==> src/rtl/pipelined_barrel_shifter.sv <==
// Pipelined barrel shifter: one registered log2 stage per shift-amount bit, valid/ready with global stall.
// Define SHIFT_ROTATE_EN to make op 11 a rotate right; otherwise op 11 behaves as a logical right shift.
module pipelined_barrel_shifter #(
    parameter int WIDTH = 16,
    parameter int TAG_W = 5,
    localparam int SAW = $clog2(WIDTH)
) (
    input  logic             clk,
    input  logic             reset,
    input  logic             in_valid,
    output logic             in_ready,
    input  logic [WIDTH-1:0] in_data,
    input  logic [SAW-1:0]   in_sa,
    input  logic [1:0]       in_op,
    input  logic [TAG_W-1:0] in_tag,
    output logic             out_valid,
    input  logic             out_ready,
    output logic [WIDTH-1:0] out_data,
    output logic [TAG_W-1:0] out_tag,
    output logic             busy
);

    localparam logic [1:0] OP_SLL = 2'b00;
    localparam logic [1:0] OP_SRL = 2'b01;
    localparam logic [1:0] OP_SRA = 2'b10;
`ifdef SHIFT_ROTATE_EN
    localparam logic [1:0] OP_ROR = 2'b11;
`endif

    // Fixed-distance shift used by a single stage; the distance is a per-stage constant.
    function automatic logic [WIDTH-1:0] stage_shift(input logic [WIDTH-1:0] d,
                                                     input logic [1:0]       op,
                                                     input int               amt);
        logic [WIDTH-1:0] r;
        case (op)
            OP_SLL:  r = d << amt;
            OP_SRL:  r = d >> amt;
            OP_SRA:  r = $signed(d) >>> amt;
`ifdef SHIFT_ROTATE_EN
            OP_ROR:  r = (d >> amt) | (d << (WIDTH - amt));
`endif
            default: r = d >> amt;
        endcase
        return r;
    endfunction

    logic [SAW-1:0]   valid_q, valid_d, src_valid;
    logic [WIDTH-1:0] data_q  [SAW];
    logic [WIDTH-1:0] data_d  [SAW];
    logic [WIDTH-1:0] src_data[SAW];
    logic [TAG_W-1:0] tag_q   [SAW];
    logic [TAG_W-1:0] tag_d   [SAW];
    logic [TAG_W-1:0] src_tag [SAW];
    logic [1:0]       src_op  [SAW];
    logic [SAW-1:0]   src_sa  [SAW];
    // The output stage needs no op/sa, so only SAW-1 of these are registered.
    logic [1:0]       op_q    [SAW-1];
    logic [1:0]       op_d    [SAW-1];
    logic [SAW-1:0]   sa_q    [SAW-1];
    logic [SAW-1:0]   sa_d    [SAW-1];
    logic             advance;

    assign advance   = !valid_q[SAW-1] || out_ready;
    assign in_ready  = advance;
    assign out_valid = valid_q[SAW-1];
    assign out_data  = data_q[SAW-1];
    assign out_tag   = tag_q[SAW-1];
    assign busy      = |valid_q;

    assign src_valid   = {valid_q[SAW-2:0], in_valid};
    assign src_data[0] = in_data;
    assign src_tag[0]  = in_tag;
    assign src_op[0]   = in_op;
    assign src_sa[0]   = in_sa;

    for (genvar k = 1; k < SAW; k++) begin : g_link
        assign src_data[k] = data_q[k-1];
        assign src_tag[k]  = tag_q[k-1];
        assign src_op[k]   = op_q[k-1];
        assign src_sa[k]   = sa_q[k-1];
    end

    always_comb begin
        valid_d = valid_q;
        for (int k = 0; k < SAW; k++) begin
            data_d[k] = data_q[k];
            tag_d[k]  = tag_q[k];
        end
        for (int k = 0; k < SAW - 1; k++) begin
            op_d[k] = op_q[k];
            sa_d[k] = sa_q[k];
        end
        // Global stall: every stage moves together or none does, so bubbles stay in place.
        if (advance) begin
            valid_d = src_valid;
            for (int k = 0; k < SAW; k++) begin
                data_d[k] = src_sa[k][k] ? stage_shift(src_data[k], src_op[k], 1 << k) : src_data[k];
                tag_d[k]  = src_tag[k];
            end
            for (int k = 0; k < SAW - 1; k++) begin
                op_d[k] = src_op[k];
                sa_d[k] = src_sa[k];
            end
        end
    end

    always_ff @(posedge clk or posedge reset) begin
        if (reset) begin
            valid_q <= '0;
            for (int k = 0; k < SAW; k++) begin
                data_q[k] <= '0;
                tag_q[k]  <= '0;
            end
            for (int k = 0; k < SAW - 1; k++) begin
                op_q[k] <= '0;
                sa_q[k] <= '0;
            end
        end else begin
            valid_q <= valid_d;
            for (int k = 0; k < SAW; k++) begin
                data_q[k] <= data_d[k];
                tag_q[k]  <= tag_d[k];
            end
            for (int k = 0; k < SAW - 1; k++) begin
                op_q[k] <= op_d[k];
                sa_q[k] <= sa_d[k];
            end
        end
    end

endmodule

==> config.mk <==
export PLATFORM = sky130hd
export DESIGN_NAME = pipelined_barrel_shifter
export DESIGN_NICKNAME = d
export VERILOG_FILES = /design/src/rtl/pipelined_barrel_shifter.sv
export SDC_FILE = /design/constraint.sdc
export NUM_CORES = 1
export LEC_CHECK = 0
export ABC_CLOCK_PERIOD_IN_PS = 3600
export CAP_MARGIN = 30
export CORE_MARGIN = 5
export CORE_UTILIZATION = 51
export DETAILED_ROUTE_END_ITERATION = 10
export GPL_TIMING_DRIVEN = 0
export PLACE_DENSITY = 0.76
export SETUP_SLACK_MARGIN = 0.02
export SLEW_MARGIN = 20
export SYNTH_ARGS = -nofsm -noshare
export SYNTH_HDL_FRONTEND = slang
export SYNTH_SLANG_ARGS = --single-unit
==> constraint.sdc <==
create_clock -name clk -period 3.6 [get_ports clk]
set_clock_uncertainty 0.1 [all_clocks]
set_input_delay 1.08 -clock clk [delete_from_list [all_inputs] [get_ports clk]]
set_output_delay 1.08 -clock clk [all_outputs]
set_load 0.005 [all_outputs]
### Word level (Yosys, flattened, before mapping)

Cells that the tools add are included.

| word-level totals | value |
|---|---|
| flip-flop bits (word level) | 106 |
| output and inout bits | 24 |
| word-level logic and storage cells | 34 |

| operators by class | value |
|---|---|
| eq/ne operators | 4 |
| multiplexer cells | 8 |
| reduce and logical (&&, ||, !) cells | 7 |

Operators with widths:

| kind | count |
|---|---|
| $pmux W16 S2 | 4 |
| $mux W16 | 4 |
| $eq A2 B2 Y1 const B | 4 |
| $logic_not A2 Y1 | 4 |
| $reduce_or A4 Y1 | 1 |
| $logic_not A1 Y1 | 1 |
| $logic_or A1 B1 Y1 | 1 |

### Logic depth before layout (Yosys ltp)

| logic depth | value |
|---|---|
| depth after elaboration | 3 |
| depth in mapped cells | 6 |

### Worst setup path after synthesis

No wires, ideal clock.

| timing | value |
|---|---|
| path type | input to output |
| start point | in out_ready |
| end point | out in_ready |
| arrival | 1.536 ns |
| setup slack | 0.884 ns |
| stages | 4 |
| buffers on the path | 2 |
| path through | nor2b_4 > inv_2 > buf_4 > buf_2 |

| on the way | value |
|---|---|
| longest elaborated chain between the ends | 1 |

Ends and longest elaborated chain:

| item | line | source |
|---|---|---|
| start, declared | 17 | `input logic out_ready,` |
| $logic_or A1 B1 Y1 | 63 | `assign advance = !valid_q[SAW-1] \|\| out_ready;` |
| end, declared | 11 | `output logic in_ready,` |

No other way between the ends.

### Final worst setup path

Ends and elaborated chain as after synthesis.

==> out/metrics.csv <==
stage,metric,value,unit
floorplan,coreArea,9729,µm²
yosys,synth-seq-area-share,49.42,%
setup_path,cp_cell_sequence,"clkdlybuf4s50_1, nor2b_4, inv_4, buf_12, clkdlybuf4s50_1",
global_routing,globalRouteTotalUtil,21.48,%
yosys,synth_largest_area_cell,dfrtp_1,
yosys,yosysWarnings,0,
global_routing,grt_pass1_wl,20310,µm
setup_path,crit_path_max_fanout,6,
yosys,synth_fa_ha_area_share,0,%
sta,finalSetupViolCount,0,
detailed_routing,drt_iter0_drc,167,
pwr,p_leak,2.710,nW
yosys,synthCells,533,
cells_and_area,finalCoreUtilization,62.37,%
setup_path,ff2ff_path_depth,7,
detailed_routing,ant_nets,0,
yosys,synth_mux_area_share,6.919,%
cells_and_area,antennaDiodeCount,0,
clock_tree,htreeDepth,3,
pwr,peakVddDrop,0.0002954,V
sta,fin_crit_sh,97.72,%
setup_path,max_stage_delay,0.51,ns
setup_path,critical_path.top_delay_family,buffers and inverters,
pwr,p_total,4.811,mW
detailed_routing,via_count,3975,
yosys,synth_nets,564,
yosys,synthXorXnorAreaFrac,0,%
sta,hold_violations,0,
hold_path,min_to,out_tag[2]$_DFFE_PP0P_,
cells_and_area,final_cells,739,
yosys,synth-seq-cells,100,
yosys,synth_simple_gate_area_share,21.65,%
setup_path,worst-path-buf-inv,4,
setup_path,cp_data_required_time,2.42,ns
cells_and_area,final_cell_mix,"169 x nand2_1, 100 x dfrtp_1, 54 x clkdlybuf4s50_1",
sta,slew_headroom,54.76,%
global_routing,grt_pass1_vias,4178,
global_routing,antenna_found_initial,0,
floorplan,fp.dieH,109.6,µm
detailed_routing,vias_per_cell,5.379,
clock_tree,clk_latency,0.37,ns
hold_path,min-delay-start,out_tag[2]$_DFFE_PP0P_,
detailed_routing,wl_per_cell,15.77,µm
clock_tree,max-clock-path-buffers,2,
sta,fin_crit,3.518,ns
cells_and_area,multi_input_area,2181,µm²
setup_path,critPathKind,input pin to primary output,
cells_and_area,fillers,854,
detailed_routing,dr.pass1.iters,4,
setup_path,crit_arrival,2.34,ns
floorplan,die-area,12020,µm²
floorplan,die_x,109.6,µm
global_routing,grt_overflow_total,0,
yosys,netlist.area_leader.share,49.42,%
detailed_routing,drc_errors,0,
clock_tree,cts_buffers,9,
cells_and_area,area_growth,19.84,%
clock_tree,cts_sinks,100,
yosys,synth_compound_area_share,14.50,%
pwr,powerDensity,792.8,nW/µm²
cells_and_area,seqCellArea,2502,µm²
flow_run,maxCapViolations,0,
clock_tree,clk_pin_slew_worst_paths,0.10,ns
place,place_area,5849,µm²
clock_tree,clockRootBuffer,clkbuf_8,
yosys,netlist_area,5064,µm²
yosys,synth_top_family_by_area,simple AND/OR/NAND/NOR gates,
cells_and_area,final_common_cell,nand2_1,
yosys,synth_cell_types,37,
outcome,status,finished clean,
yosys,synth_area_leaders,"dfrtp_1 49%, nand2_1 13%, mux2i_1 6.9%, buf_4 3.7%, o211ai_1 3.7%",
sta,timing.hold.ws,0.3793,ns
floorplan,rows,36,
clock_tree,cts_tree,done,
hold_path,worstHoldPathType,register to register,
sta,fmax,0.2843,GHz
setup_path,cp_slowest_cell,clkdlybuf4s50_1,
hold_path,hold_depth,2,
global_routing,grt_max_degree,32,
place,place_congestion,0.9571,
cells_and_area,final_nets,632,
cells_and_area,layout-drive-gt1-share,15.68,%
setup_path,crit_path_end_kind,primary output,
setup_path,start_kind,input pin,
place,dp_cells,723,
yosys,syn_avg_cell_area,9.500,µm²
place,hpwl,8820,µm
floorplan,io_pins,55,
setup_path,cpMostUsedCell,clkdlybuf4s50_1,
sta,drv_slew,0,
sta,worst_pin_slew,0.6771,ns
floorplan,start_util,52.04,%
place,port-buffer-count,54,
sta,rsz0062_at_grt,no,
setup_path,r2r_setup_slack,1.95,ns
detailed_routing,wirelength,11650,µm
setup_path,regToRegEndpoint,data_q[22]$_DFFE_PP0P_,
setup_path,r2r_start,valid_q[3]$_DFFE_PP0P_,
cells_and_area,design_area,6068,µm²
-- cell usage after synthesis --
cell and n:
or2_2 1, a31oi_1 9, a22oi_1 1, nor2b_4 1, o22a_1 2, a211oi_2 12, nand3_1 22, nor3_1 12
buf_2 19, dfrtp_1 100, a21oi_1 1, nor2_1 14, nand2b_1 1, inv_1 7, buf_8 1, a2bb2oi_1 5
o221ai_1 2, o211ai_2 9, buf_4 25, nand3b_1 14, or4_1 1, buf_6 3, inv_2 2, a311oi_4 1
o211ai_1 25, or2_1 1, nor2_4 2, mux2i_1 35, o21a_1 2, nand2_1 169, o21ai_1 2, and2b_1 1
and3_1 1, nor2b_1 8, clkbuf_1 4, nor3b_1 1, o21ai_0 17
-- routing by layer --
metal  track usage [%]  vias to the layer above  share of wire, %
met4             7.480                        0               2.1
met5                 0                        -                 0
li1                  -                     1943                 -
met2             36.27                      107                49
met3             2.877                       20               3.6
met1             28.50                     1905                45
-- stage by stage --
| stage | setup slack (ns) | setup TNS (ns) |
|---|---|---|
| after detailed placement | -0.3020 | -0.3020 |
| after global placement | -0.3016 | -0.3016 |
| after CTS | 0.07608 | 0 |
| after global routing | 0.06740 | 0 |
| final | 0.08205 | 0 |
| after floorplan | 0.8840 | 0 |
-- registers in the layout (all words and copies together) (netlist names) --
name / count
valid_q: 4
data_q: 48
out_data: 16
sa_q: 6
src_tag: 15
out_tag: 5
op_q: 6
-- area by class of cell --
class / instances / share of cell area (%)
Buffer: 51 / 5.835
Clock buffer: 11 / 2.330
Clock inverter: 5 / 0.9897
Inverter: 9 / 0.6598
Multi-Input combinational cell: 372 / 35.94
Sequential cell: 100 / 41.24
Tap cell: 133 / 2.742
Timing Repair Buffer: 58 / 10.27
-- how the worst max path moves through the flow --
stage	startpoint	endpoint	slack, ns	cells after the start
6_report	out_ready	in_ready	0.08	5
3_3_place_gp	out_ready	in_ready	-0.30	6
2_1_floorplan	out_ready	in_ready	0.88	4
3_5_place_dp	out_ready	in_ready	-0.30	6
5_1_grt	out_ready	in_ready	0.07	5
4_1_cts	out_ready	in_ready	0.08	5
-- worst register-to-register path: stages (launching register included) --
cell      delay [ns]
dfrtp_1         0.41
nor2b_4         0.14
inv_4           0.10
buf_12          0.11
buf_4           0.21
buf_2           0.28
nand3_1         0.12
o211ai_1        0.11
-- timing repair --
item | 4_1_cts | 5_1_grt
resized for setup | 4 | 0
endpoints found under the setup margin | 1 | 0
setup buffers | 1 | 0
hold buffers | 0 | 0
-- kinds of logic (layout without fill, tap and decap cells) --
family / Yosys count / after routing
simple gates: 249 / 249
mux: 35 / 35
flops: 100 / 100
buf+inv: 61 / 134
compound gates: 88 / 88
-- where the power goes --
group | switching, mW | total (mW) | internal, mW
Combinational | 1.04 | 2.08 | 1.04
Clock | 0.387 | 0.730 | 0.343
Sequential | 0.408 | 2.00 | 1.60
Note: power is estimated with default switching activity, not from simulation.
